File: config.mk
export PLATFORM = sky130hd
export DESIGN_NAME = fir_decim_sink
export DESIGN_NICKNAME = d
export VERILOG_FILES = /design/src/rtl/fir_decim_sink.sv
export SDC_FILE = /design/constraint.sdc
export NUM_CORES = 1
export LEC_CHECK = 0
export CORE_ASPECT_RATIO = 1.2
export CORE_MARGIN = 2
export CORE_UTILIZATION = 45
export DETAILED_ROUTE_END_ITERATION = 7
export SETUP_SLACK_MARGIN = 0.1
export SLEW_MARGIN = 40
export SYNTH_ARGS = -nofsm -noshare
export SYNTH_HDL_FRONTEND = slang
export SYNTH_SLANG_ARGS = --single-unit
File: constraint.sdc
create_clock -name clk_i -period 10.9 [get_ports clk_i]
set_clock_uncertainty 0.1 [all_clocks]
set_input_delay 1.09 -clock clk_i [delete_from_list [all_inputs] [get_ports clk_i]]
set_output_delay 1.09 -clock clk_i [all_outputs]
set_load 0.05 [all_outputs]
File: src/rtl/fir_decim_sink.sv
// Decimating block averager behind the 9-tap FIR: drops the fill-up transient, averages
// blocks of 2^LOG2_DECIM samples, and queues rounded results. Option: FIR_DECIM_SAT_EN.
module fir_decim_sink #(
  parameter int unsigned IN_W       = 24,
  parameter int unsigned OUT_W      = 16,
  parameter int unsigned LOG2_DECIM = 2,
  parameter int unsigned DROP_LSB   = 4,
  parameter int unsigned HOLDOFF    = 8,
  parameter int unsigned FIFO_DEPTH = 4
) (
  input  logic             clk_i,
  input  logic             rst_ni,
  input  logic             in_valid_i,
  input  logic [IN_W-1:0]  in_data_i,
  output logic [OUT_W-1:0] out_data_o,
  output logic             out_valid_o,
  input  logic             out_ready_i,
  output logic             overflow_o,
  input  logic             clr_ovf_i,
  output logic             holdoff_done_o
);

  localparam int unsigned AccW  = IN_W + LOG2_DECIM + 1;
  localparam int unsigned Shift = LOG2_DECIM + DROP_LSB;
  localparam int unsigned CntW  = (LOG2_DECIM == 0) ? 1 : LOG2_DECIM;
  localparam int unsigned HoldW = (HOLDOFF == 0) ? 1 : $clog2(HOLDOFF + 1);
  localparam int unsigned PtrW  = $clog2(FIFO_DEPTH);
  localparam int unsigned OccW  = $clog2(FIFO_DEPTH + 1);

  localparam logic [CntW-1:0]  LastIdx  = CntW'((1 << LOG2_DECIM) - 1);
  localparam logic [HoldW-1:0] HoldLast = HoldW'(HOLDOFF - 1);
  localparam logic [AccW-1:0]  Round    = (Shift == 0) ? '0 : (AccW'(1) << (Shift - 1));
  localparam logic [OccW-1:0]  OccFull  = OccW'(FIFO_DEPTH);

  typedef enum logic [0:0] {StFill, StAcc} state_e;

  // With no holdoff the block starts averaging straight out of reset.
  localparam state_e StReset  = (HOLDOFF == 0) ? StAcc : StFill;
  localparam logic   HdReset  = (HOLDOFF == 0);

  state_e           state_q, state_d;
  logic [HoldW-1:0] hold_cnt_q, hold_cnt_d;
  logic             hd_q, hd_d;
  logic [CntW-1:0]  samp_cnt_q, samp_cnt_d;
  logic [AccW-1:0]  acc_q, acc_d;
  logic             ovf_q, ovf_d;
  logic [PtrW-1:0]  wr_ptr_q, wr_ptr_d, rd_ptr_q, rd_ptr_d;
  logic [OccW-1:0]  occ_q, occ_d;
  logic [OUT_W-1:0] mem_q [FIFO_DEPTH];

  logic [AccW-1:0]  sum_w, res_w;
  logic [OUT_W-1:0] push_data;
  logic             push, pop, full, push_ok, drop;

  assign sum_w = acc_q + AccW'(in_data_i) + Round;
  assign res_w = sum_w >> Shift;

`ifdef FIR_DECIM_SAT_EN
  assign push_data = ((res_w >> OUT_W) != '0) ? '1 : OUT_W'(res_w);
`else
  assign push_data = OUT_W'(res_w);
`endif

  always_comb begin
    state_d    = state_q;
    hold_cnt_d = hold_cnt_q;
    hd_d       = hd_q;
    samp_cnt_d = samp_cnt_q;
    acc_d      = acc_q;
    push       = 1'b0;
    unique case (state_q)
      StFill: begin
        if (in_valid_i) begin
          hold_cnt_d = hold_cnt_q + HoldW'(1);
          if (hold_cnt_q == HoldLast) begin
            state_d = StAcc;
            hd_d    = 1'b1;
          end
        end
      end
      StAcc: begin
        if (in_valid_i) begin
          if (samp_cnt_q == LastIdx) begin
            acc_d      = '0;
            samp_cnt_d = '0;
            push       = 1'b1;
          end else begin
            acc_d      = acc_q + AccW'(in_data_i);
            samp_cnt_d = samp_cnt_q + CntW'(1);
          end
        end
      end
    endcase
  end

  assign out_valid_o = (occ_q != '0);
  assign pop         = out_valid_o && out_ready_i;
  assign full        = (occ_q == OccFull);
  // A full FIFO still takes a push when the head leaves on the same edge.
  assign push_ok     = push && (!full || pop);
  assign drop        = push && full && !pop;

  always_comb begin
    wr_ptr_d = wr_ptr_q;
    rd_ptr_d = rd_ptr_q;
    occ_d    = occ_q;
    if (push_ok) wr_ptr_d = wr_ptr_q + PtrW'(1);
    if (pop)     rd_ptr_d = rd_ptr_q + PtrW'(1);
    if (push_ok && !pop)      occ_d = occ_q + OccW'(1);
    else if (!push_ok && pop) occ_d = occ_q - OccW'(1);
    ovf_d = ovf_q;
    if (drop)           ovf_d = 1'b1;
    else if (clr_ovf_i) ovf_d = 1'b0;
  end

  always_ff @(posedge clk_i or negedge rst_ni) begin
    if (!rst_ni) begin
      state_q    <= StReset;
      hold_cnt_q <= '0;
      hd_q       <= HdReset;
      samp_cnt_q <= '0;
      acc_q      <= '0;
      ovf_q      <= 1'b0;
      wr_ptr_q   <= '0;
      rd_ptr_q   <= '0;
      occ_q      <= '0;
    end else begin
      state_q    <= state_d;
      hold_cnt_q <= hold_cnt_d;
      hd_q       <= hd_d;
      samp_cnt_q <= samp_cnt_d;
      acc_q      <= acc_d;
      ovf_q      <= ovf_d;
      wr_ptr_q   <= wr_ptr_d;
      rd_ptr_q   <= rd_ptr_d;
      occ_q      <= occ_d;
    end
  end

  always_ff @(posedge clk_i or negedge rst_ni) begin
    if (!rst_ni) begin
      for (int i = 0; i < FIFO_DEPTH; i++) mem_q[i] <= '0;
    end else if (push_ok) begin
      mem_q[wr_ptr_q] <= push_data;
    end
  end

  assign out_data_o     = mem_q[rd_ptr_q];
  assign overflow_o     = ovf_q;
  assign holdoff_done_o = hd_q;

endmodule

### After elaboration in Yosys (flattened, before gate mapping)

Index checks and enable logic that the tools add are counted.

* bits in registers: 107
* bits of input ports: 29
* output and inout bits: 19
* word-level logic and storage cells: 65

* add/subtract/negate cells: 8
* $lt $le $gt $ge: 3
* eq/ne operators: 3
* multiplexer cells: 18
* bitwise gates (word level): 3
* reduce and logical (&&, ||, !) cells: 17

Operators by type and width (count)
* $bwmux 64: 1
* $mux 16: 3
* $bmux 16 s2: 1
* $demux 16 s2: 1
* $add 27x24->27: 1
* $mux 27: 1
* $add 22x6->22 const B: 1
* $mux 1: 8
* $logic_and 1x1->1: 7
* $add 2x1->2 const B: 3
* $ge 3x3->1 const B: 2
* $mux 3: 2
* $not 2->3: 2
* $add 4x1->4 const B: 1
* $eq 4x3->1 const B: 1
* $reduce_and 2->1: 2
* $reduce_bool 2->1: 2
* $add 3x1->3 const B: 1
* $eq 3x3->1 const B: 1
* $logic_not 1->1: 3
* $lt 3x1->1 const B: 1
* $reduce_and 3->1: 1
* $reduce_bool 3->1: 1
* $sub 3x1->3 const B: 1
* other kinds (4): 4

### Longest topological paths before layout

* depth after elaboration: 9
* depth in mapped cells: 12
* gate-level depth less buffers: 12

### Worst setup path before layout

No wires, ideal clock.

* kind: input to register
* start point: input port in_data_i[0]
* end point: register mem_q[11] in the netlist's numbering
* library setup time: 0.082 ns
* arrival time: 4.188 ns
* required time: 10.718 ns
* setup slack: 6.530 ns
* stages on the path: 12
* buffers on the path: 0
* path through: ha_1 > fa_1 > a21o_1 > a221oi_1 > xnor2_1 > ha_1 > inv_1 > nor3_1 > nand4_1 > or2_2 > or4_1 > a31oi_1

* longest elaborated chain between the ends: 3

Ends and longest elaborated chain
* from (decl): RTL line 14 `input logic [IN_W-1:0] in_data_i,`
* $add 27x24->27
* $add 22x6->22: RTL line 55 `assign sum_w = acc_q + AccW'(in_data_i) + Round;`
* $bwmux 64: RTL line 144 `mem_q[wr_ptr_q] <= push_data;`
* to (signal, indexed assignment): RTL line 144
* to (decl): RTL line 49 `logic [OUT_W-1:0] mem_q [FIFO_DEPTH];`

No other way between the ends.
A chain may end at the register's enable or synchronous reset.

### Worst setup path in the final report

* start point: input port in_data_i[0]
* end point: register mem_q[27] in the netlist's numbering

Same word-level chain as after synthesis.

==> results.sh <==
export IMPL_status="complete, no violations"
export IMPL_synthCells=589
export IMPL_relSlewSlack_pct=48.2
export IMPL_hold_path_class="reg -> reg"
export IMPL_wl_mm=13.5
export IMPL_ys_ff_latch=102
export IMPL_ios=48
export IMPL_fill_cells=1201
export IMPL_drv_cap=0
export IMPL_grt_pass1_vias=4588
export IMPL_final_area_um2=6850
export IMPL_synth_edf_count=0
export IMPL_vias=4590
export IMPL_stdcell_count=791
export IMPL_clk_pin_slew_ns=0.07
export IMPL_core_area_um2=13100
export IMPL_start_util_pct=45.6
export IMPL_layout_drive_gt1_share_pct=11.4
export IMPL_syn_mean_instance_area_um2=10.1
export IMPL_r2r_slack_ns=6.64
export IMPL_crit_required_ns=11.07
export IMPL_ys_seq_area_share_pct=42.9
export IMPL_crit_fanout=5
export IMPL_slew_violations=0
export IMPL_n_antenna_cell=0
export IMPL_rsz0062_at_grt="false"
export IMPL_crit_buf_inv=1
export IMPL_cts_root_buf="clkbuf_16"
export IMPL_yosys_area_top_type="dfrtp_1"
export IMPL_async_flop_share_pct=100
export IMPL_critPathLaunchType="input port"
export IMPL_first_pass_iters=4
export IMPL_period_share_pct=46.2
export IMPL_drtIter0Drc=275
export IMPL_yosysTopAreaCellShare_pct=42.9
export IMPL_syn_num_nets=649
export IMPL_placed_cells_incl_taps=776
export IMPL_grt_use_total_pct=20.9
export IMPL_die_area_um2=14200
export IMPL_yosys_warnings=0
export IMPL_nets=679
export IMPL_die_w_um=109
export IMPL_synth_top_cells_by_area="dfrtp_1, ha_1, mux4_2"
export IMPL_place_area_um2=6530
export IMPL_whs_ns=0.379
export IMPL_vdd_drop_max_uv=124
export IMPL_drc=0
export IMPL_worstSetupPathType="in -> reg"
export IMPL_synth_distinct_cells=58
export IMPL_finalPower_uw=2240
export IMPL_clk_insertion_delay_late_ns=0.35
export IMPL_rows=46
export IMPL_place_hpwl_mm=9.85
export IMPL_syn_area_um2=5960
export IMPL_gp_congestion=0.830
export IMPL_hold_viol=0
export IMPL_numCtsBuffers=9
export IMPL_power_leakage_uw=0.00297
export IMPL_fmax_ghz=0.199
export IMPL_path_delay_family="compound AO/OA/AOI/OAI gates"
export IMPL_holdBufCountCts=0
export IMPL_grt_max_degree=71
export IMPL_cts_sinks=102
export IMPL_viasPerCell=5.80
export IMPL_slowest_stage="a221oi_1"
export IMPL_setup_viol=0
export IMPL_h_tree_depth=3
export IMPL_portBuffers=45
export IMPL_gr_total_overflow=0
export IMPL_setup_tns_ns=0
export IMPL_routedWlPerCell_um=17.1
export IMPL_yosysMostFrequentCell="dfrtp_1"
export IMPL_cts_max_path_buffers=2
export IMPL_area_growth_pct=14.9
export IMPL_final_min_clock_period_ns=5.04
export IMPL_cts_setup_buffers=0
export IMPL_synth_common_cells="dfrtp_1, nand2_1, o21ai_0, ha_1, clkbuf_1"
export IMPL_path_cells="clkdlybuf4s50_1 > ha_1 > fa_1 > a21o_1 > a221oi_1 > o21ai_0 > xor2_1 > nand4_1 > or2_2 > or4_1 > a31oi_1"
export IMPL_die_h_um=130
export IMPL_post_cts_resized=0
export IMPL_cpPeakStageDelay_ns=0.63
export IMPL_worstSetupEndpointType="flop"
export IMPL_power_density_nw_per_um2=328
export IMPL_cts_tree="done"
export IMPL_synth_ff_type="dfrtp_1"
export IMPL_postRouteAntennaNets=0
export IMPL_worst_pin_slew_ns=0.774
export IMPL_antenna_found_initial=0
export IMPL_arrival_ns=5.21
export IMPL_grt_pass1_wl_mm=22.9
path summary, 6_finish.rpt:
kind                              startpoint     endpoint  cells after the start
worst max register to register      acc_q[0]    mem_q[27]                     10
worst max-delay path            in_data_i[0]    mem_q[27]                     11
max in group asynchronous             rst_ni  rd_ptr_q[1]                      2
worst min-delay path               mem_q[14]    mem_q[14]                      2
worst min register to register     mem_q[14]    mem_q[14]                      2
min in group asynchronous             rst_ni    mem_q[62]                      1
cell families after synthesis:
group           share of synthesized area [%]
mux                                      8.89
xor+xnor                                 4.26
simple gates                             17.4
buf+inv                                  2.37
compound gates                           17.5
fa+ha+maj                                6.76
flops                                    42.9
state kept, by name (all words and copies together) (netlist names):
signal / count
mem_q: 64
acc_q: 22
hold_cnt_q: 4
occ_q: 3
rd_ptr_q: 2
samp_cnt_q: 2
wr_ptr_q: 2
holdoff_done_o: 1
overflow_o: 1
state_q: 1
placed cells by master (no fill, tap or decap), drive strengths merged, types with 16 or more instances in the layout:
master	instances
a21oi	16
clkdlybuf4s50	44
dfrtp	102
ha	29
mux4	16
nand2	87
nand3	16
nor2	22
o21ai	52
xnor2	16
tightest hold or removal path, cell delays in order, from the launching register on:
cell and delay (ns):
dfrtp_1 0.34, nand2_1 0.05, o31ai_1 0.05
power breakdown:
part	total, µW	leakage, µW	internal, µW	switching (µW)
combinational	1260	0.00151	503	759
clock	329	0.000145	183	145
sequential	653	0.00131	537	116
area by class of cell:
| cell class | count | area, µm² | share of cell area (%) |
|---|---|---|---|
| clock buffers | 10 | 239 | 3.49 |
| clock inverters | 5 | 60.1 | 0.877 |
| inverters | 9 | 33.8 | 0.494 |
| multi-input cells | 450 | 3280 | 47.9 |
| flip-flops and latches | 102 | 2550 | 37.3 |
| well taps | 168 | 210 | 3.07 |
| repair buffers | 47 | 467 | 6.82 |
metal layers:
metal / vias up / wire length (µm) / track usage (%)
met1: 2261 / 6150 / 27.6
met3: 12 / 414 / 4.15
li1: 2233 / - / -
met2: 84 / 6780 / 34.5
met5: - / 0 / 0
met4: 0 / 174 / 6.64
metrics by stage:
stage / util [%] / setup WS [ns]
3_5_place_dp: 50.0 / 5.38
6_report: 52.4 / 5.86
4_1_cts: 52.3 / 5.75
3_3_place_gp: 49.9 / 5.47
2_1_floorplan: - / 6.53
5_1_grt: 52.4 / 5.48
No activity file was read; power rests on OpenSTA's default activity.
==> RTL change 1: new RTL, same settings <==
One comparison of `hold_cnt_q` changes from == to >=.
--- a/src/rtl/fir_decim_sink.sv
+++ b/src/rtl/fir_decim_sink.sv
@@ -73,5 +73,5 @@
         if (in_valid_i) begin
           hold_cnt_d = hold_cnt_q + HoldW'(1);
-          if (hold_cnt_q == HoldLast) begin
+          if (hold_cnt_q >= HoldLast) begin
             state_d = StAcc;
             hd_d    = 1'b1;
Behaviour: no difference found for any inputs over 10 cycles, from zero or initial values and one cycle with rst_ni low; that may be too few to reach the edited logic, so the function may still have changed.
==> RTL change 1 against the unedited design <==
Setup slack improved by 250 ps. Maximum frequency increased by 5.3%. Register-to-register slack improved by 250 ps. Area after synthesis increased by 1.8%. Largest cell class unchanged. Clock power decreased by 2%. Sequential cell count unchanged. First-iteration DRC count decreased by 2.2%. Design area increased by 0.88%. Routed wire length increased by 7.7%. Largest power group unchanged. Total power increased by 8.0%.
==> RTL change 1: results (changes against the unedited design) <==
place:
  dpl_cell_area_um2: 6620  # +1.2%
  dp.cells: 788  # +1.5%
  gp_congestion: 0.851  # +2.5%
  dp_hpwl_mm: 10.5  # +6.5%
  place_ws_ps: 5740  # +359 ps
synthesis:
  ys_types: 66  # +14%
  synth_common_cells: "102 x dfrtp_1, 91 x nand2_1, 58 x o21ai_0"
  synth_area_leaders: "dfrtp_1 42%, ha_1 6.0%, mux4_2 5.9%"
  synth-compound-area-share: 0.194  # +0.0191
  muxShareOfSynthArea: 0.0743  # -0.0146
  yosys.area_share.adder: 0.0664  # -0.00123
  async_flop_share: 1.00  # unchanged
  synthesis.instances: 604  # +2.5%
  synthFlopType: "dfrtp_1"
  synth_xor_area_frac: 0.0573  # +0.0147
  synth_seq_area_share: 0.421  # -0.00778
  synth_nets: 664  # +2.3%
sta:
  post-route-period-util: 0.439  # -0.0232
  worst_pin_slew_ps: 797  # +23.6 ps
  hold_ws_ps: 359  # -20.3 ps
setup_path:
  r2r_setup_slack_ps: 6890  # +250 ps
  crit_slowest_cell: "a211oi_1"
  r2r_end: "mem_q[60]"
  worst-path-max-fanout: 6  # +1
  slowest_delay_ps: 600  # -30 ps
global_route:
  grt_pass1_vias: 4736  # +3.2%
  grtUsageTotal: 0.214  # +0.00499
  grt_max_degree: 78  # +9.9%
  grt_pass1_wl_mm: 24.0  # +4.5%
hold_path:
  hold_path.startpoint: "holdoff_done_o"
  hold_depth: 1  # -1
  holdPathEnd: "holdoff_done_o"
final_layout:
  nNetsFinal: 691  # +1.8%
  fin_area_um2: 6910  # +0.88%
  drive_gt1_frac: 0.105  # -0.00862
  fillCellCount: 1233  # +2.7%
power:
  p_comb_frac: 0.597  # +0.034
  leakage_nw: 2.94  # -0.80%
  p_sw_frac: 0.473  # +0.0178
  ir_drop_mv: 0.196  # +58%
  power_clock_w: 0.000321  # -2%
  pg_comb_w: 0.00145  # +15%
clock_network:
  cts_root_buf: "clkbuf_16"
route:
  drt_iter0_markers: 269  # -2.2%
  wirelength_mm: 14.6  # +7.7%
  first_pass_iters: 5  # +1
  wl_per_cell_um: 18.1  # +6.0%
  vias: 4751  # +3.5%
run_status:
  status: "completed"
RTL change 1: changes by cell type in the layout (fill, tap and decap cells not counted), sizes merged, moves of 5 or more:
cell,delta
a21o,-7
a21oi,+9
a22o,+6
a41oi,+5
mux2,-7
nand2,+5
nand3,-6
nor2,+9
nor3,-7
o21ai,+11
xnor2,+8
RTL change 1: area by class of cell:
cell class / instances / share of cell area
clock buffers: 13 / 0.0348
clock inverters: 3 / 0.00634
well taps: 168 / 0.0304
multi-input cells: 460 / 0.483
flip-flops and latches: 102 / 0.370
repair buffers: 50 / 0.0708
inverters: 8 / 0.00435
RTL change 1: routing by layer:
layer / part of all wire / wire (um) / vias to the layer above / GRT usage
met5: 0 / 0 / - / 0
li1: - / - / 2275 / -
met3: 0.040 / 576 / 17 / 0.0278
met4: 0.017 / 241 / 0 / 0.0759
met2: 0.51 / 7480 / 106 / 0.355
met1: 0.43 / 6270 / 2353 / 0.282
==> RTL change 2: new RTL, same flow settings <==
Made on the original files. Add a define of `FIR_DECIM_SAT_EN`.
--- a/src/rtl/fir_decim_sink.sv
+++ b/src/rtl/fir_decim_sink.sv
@@ -1,4 +1,6 @@
 // Decimating block averager behind the 9-tap FIR: drops the fill-up transient, averages
 // blocks of 2^LOG2_DECIM samples, and queues rounded results. Option: FIR_DECIM_SAT_EN.
+`define FIR_DECIM_SAT_EN
+
 module fir_decim_sink #(
   parameter int unsigned IN_W       = 24,
Behaviour: same outputs for any inputs over 10 cycles, from zero or initial values and one cycle with rst_ni low; that may be too few to reach the edited logic, so the function may still have changed.
==> RTL change 2 against the unedited design <==
Die area increased by 16%. Routed wire length increased by 32%. Setup slack got worse by 640 ps. Design area increased by 14%. Total power increased by 25%. First-iteration DRC count increased by 57%. Non-clock buffer count increased by 6. Area after synthesis increased by 17%. Utilization decreased by 0.44 points. Sequential cell count increased by 5. Critical path type unchanged. Critical endpoint is now mem_q[57].
==> RTL change 2: results (changes against the unedited design) <==
place:
  numPortBuffers: 47  # +4.4%
  dp.cells: 950  # +22%
  place_ws_ps: 4880  # -506 ps
  dp_hpwl_mm: 12.3  # +25%
synthesis:
  ys_types: 68  # +17%
  synth_common_cells: "112 x nor2_1, 107 x dfrtp_1, 56 x a31oi_1"
  yosys.area_share.adder: 0.0632  # -0.00446
  synth_nets: 805  # +24%
  synth_xor_area_frac: 0.0562  # +0.0135
  synth_area_leaders: "dfrtp_1 38%, nor2_1 6.0%, ha_1 5.7%"
  synth-compound-area-share: 0.194  # +0.0189
global_route:
  grtUsageTotal: 0.223  # +0.0143
  use_met3: 0.0358  # -0.00563
  grt_pass1_vias: 5671  # +24%
  grt_pass1_wl_mm: 29.3  # +28%
  grt_max_degree: 85  # +20%
  grt_util_met2: 0.399  # +0.0538
  use_met1: 0.268  # -0.00788
power:
  ir_drop_mv: 0.138  # +11%
  p_int_w: 0.00143  # +17%
route:
  vias_per_cell: 5.92  # +2.0%
  wirelength_mm: 17.8  # +32%
  drt_iter0_markers: 433  # +57%
run_status:
  status: "completed"
setup_path:
  crit_family: "simple AND/OR/NAND/NOR gates"
  worst-path-max-fanout: 64  # +59
sta:
  worst_pin_slew_ps: 806  # +32.4 ps
final_layout:
  fillCellCount: 1445  # +20%
  stdcell_count: 966  # +22%
  nNetsFinal: 820  # +21%
[RTL change 2: changes by cell type in the layout (fill, tap and decap cells not counted), moves of 6 or more]
cell,before,now
nor2_1,22,111
a31oi_1,14,56
nand2_1,86,50
o21ai_0,52,28
and2_1,12,33
a21oi_1,16,32
a41oi_1,0,13
mux2_2,15,3
xnor2_1,16,23
a21o_1,15,9
nor2b_1,2,8
[RTL change 2: worst paths after layout]
check / from / to / slack, ps / cells after the start
max: in_data_i[0] / mem_q[57] / 5220 / 14
min: holdoff_done_o / holdoff_done_o / 360 / 1
max reg2reg: acc_q[0] / mem_q[57] / 5990 / 13
min reg2reg: holdoff_done_o / holdoff_done_o / 360 / 1
max in group asynchronous: rst_ni / rd_ptr_q[1] / 9080 / 2
min in group asynchronous: rst_ni / mem_q[56] / 540 / 1
[RTL change 2: per-layer routing]
| layer | wire length [um] | vias up |
|---|---|---|
| li1 | - | 2750 |
| met1 | 7630 | 2798 |
| met2 | 9020 | 137 |
| met3 | 687 | 32 |
| met4 | 480 | 0 |
| met5 | 0 | - |
[RTL change 2: power by group through the flow]
stage | logic, W | registers [W] | clock network (W)
global route | 0.00190 | 0.000745 | 0.000360
global placement | 0.00171 | 0.000713 | 0
CTS | 0.00174 | 0.000718 | 0.000342
detailed placement | 0.00174 | 0.000725 | 0
finish | 0.00175 | 0.000719 | 0.000331
floorplan | 0.00133 | 0.000680 | 0
[RTL change 2: final cells by class]
cell class              instances  area [um2]  area share
clock inverters                 2        17.5     0.00224
inverters                       8        30.0     0.00383
multi-input cells             578        4050       0.517
repair buffers                 53         519      0.0663
well taps                     204         255      0.0326
clock buffers                  14         284      0.0362
flip-flops and latches        107        2680       0.342
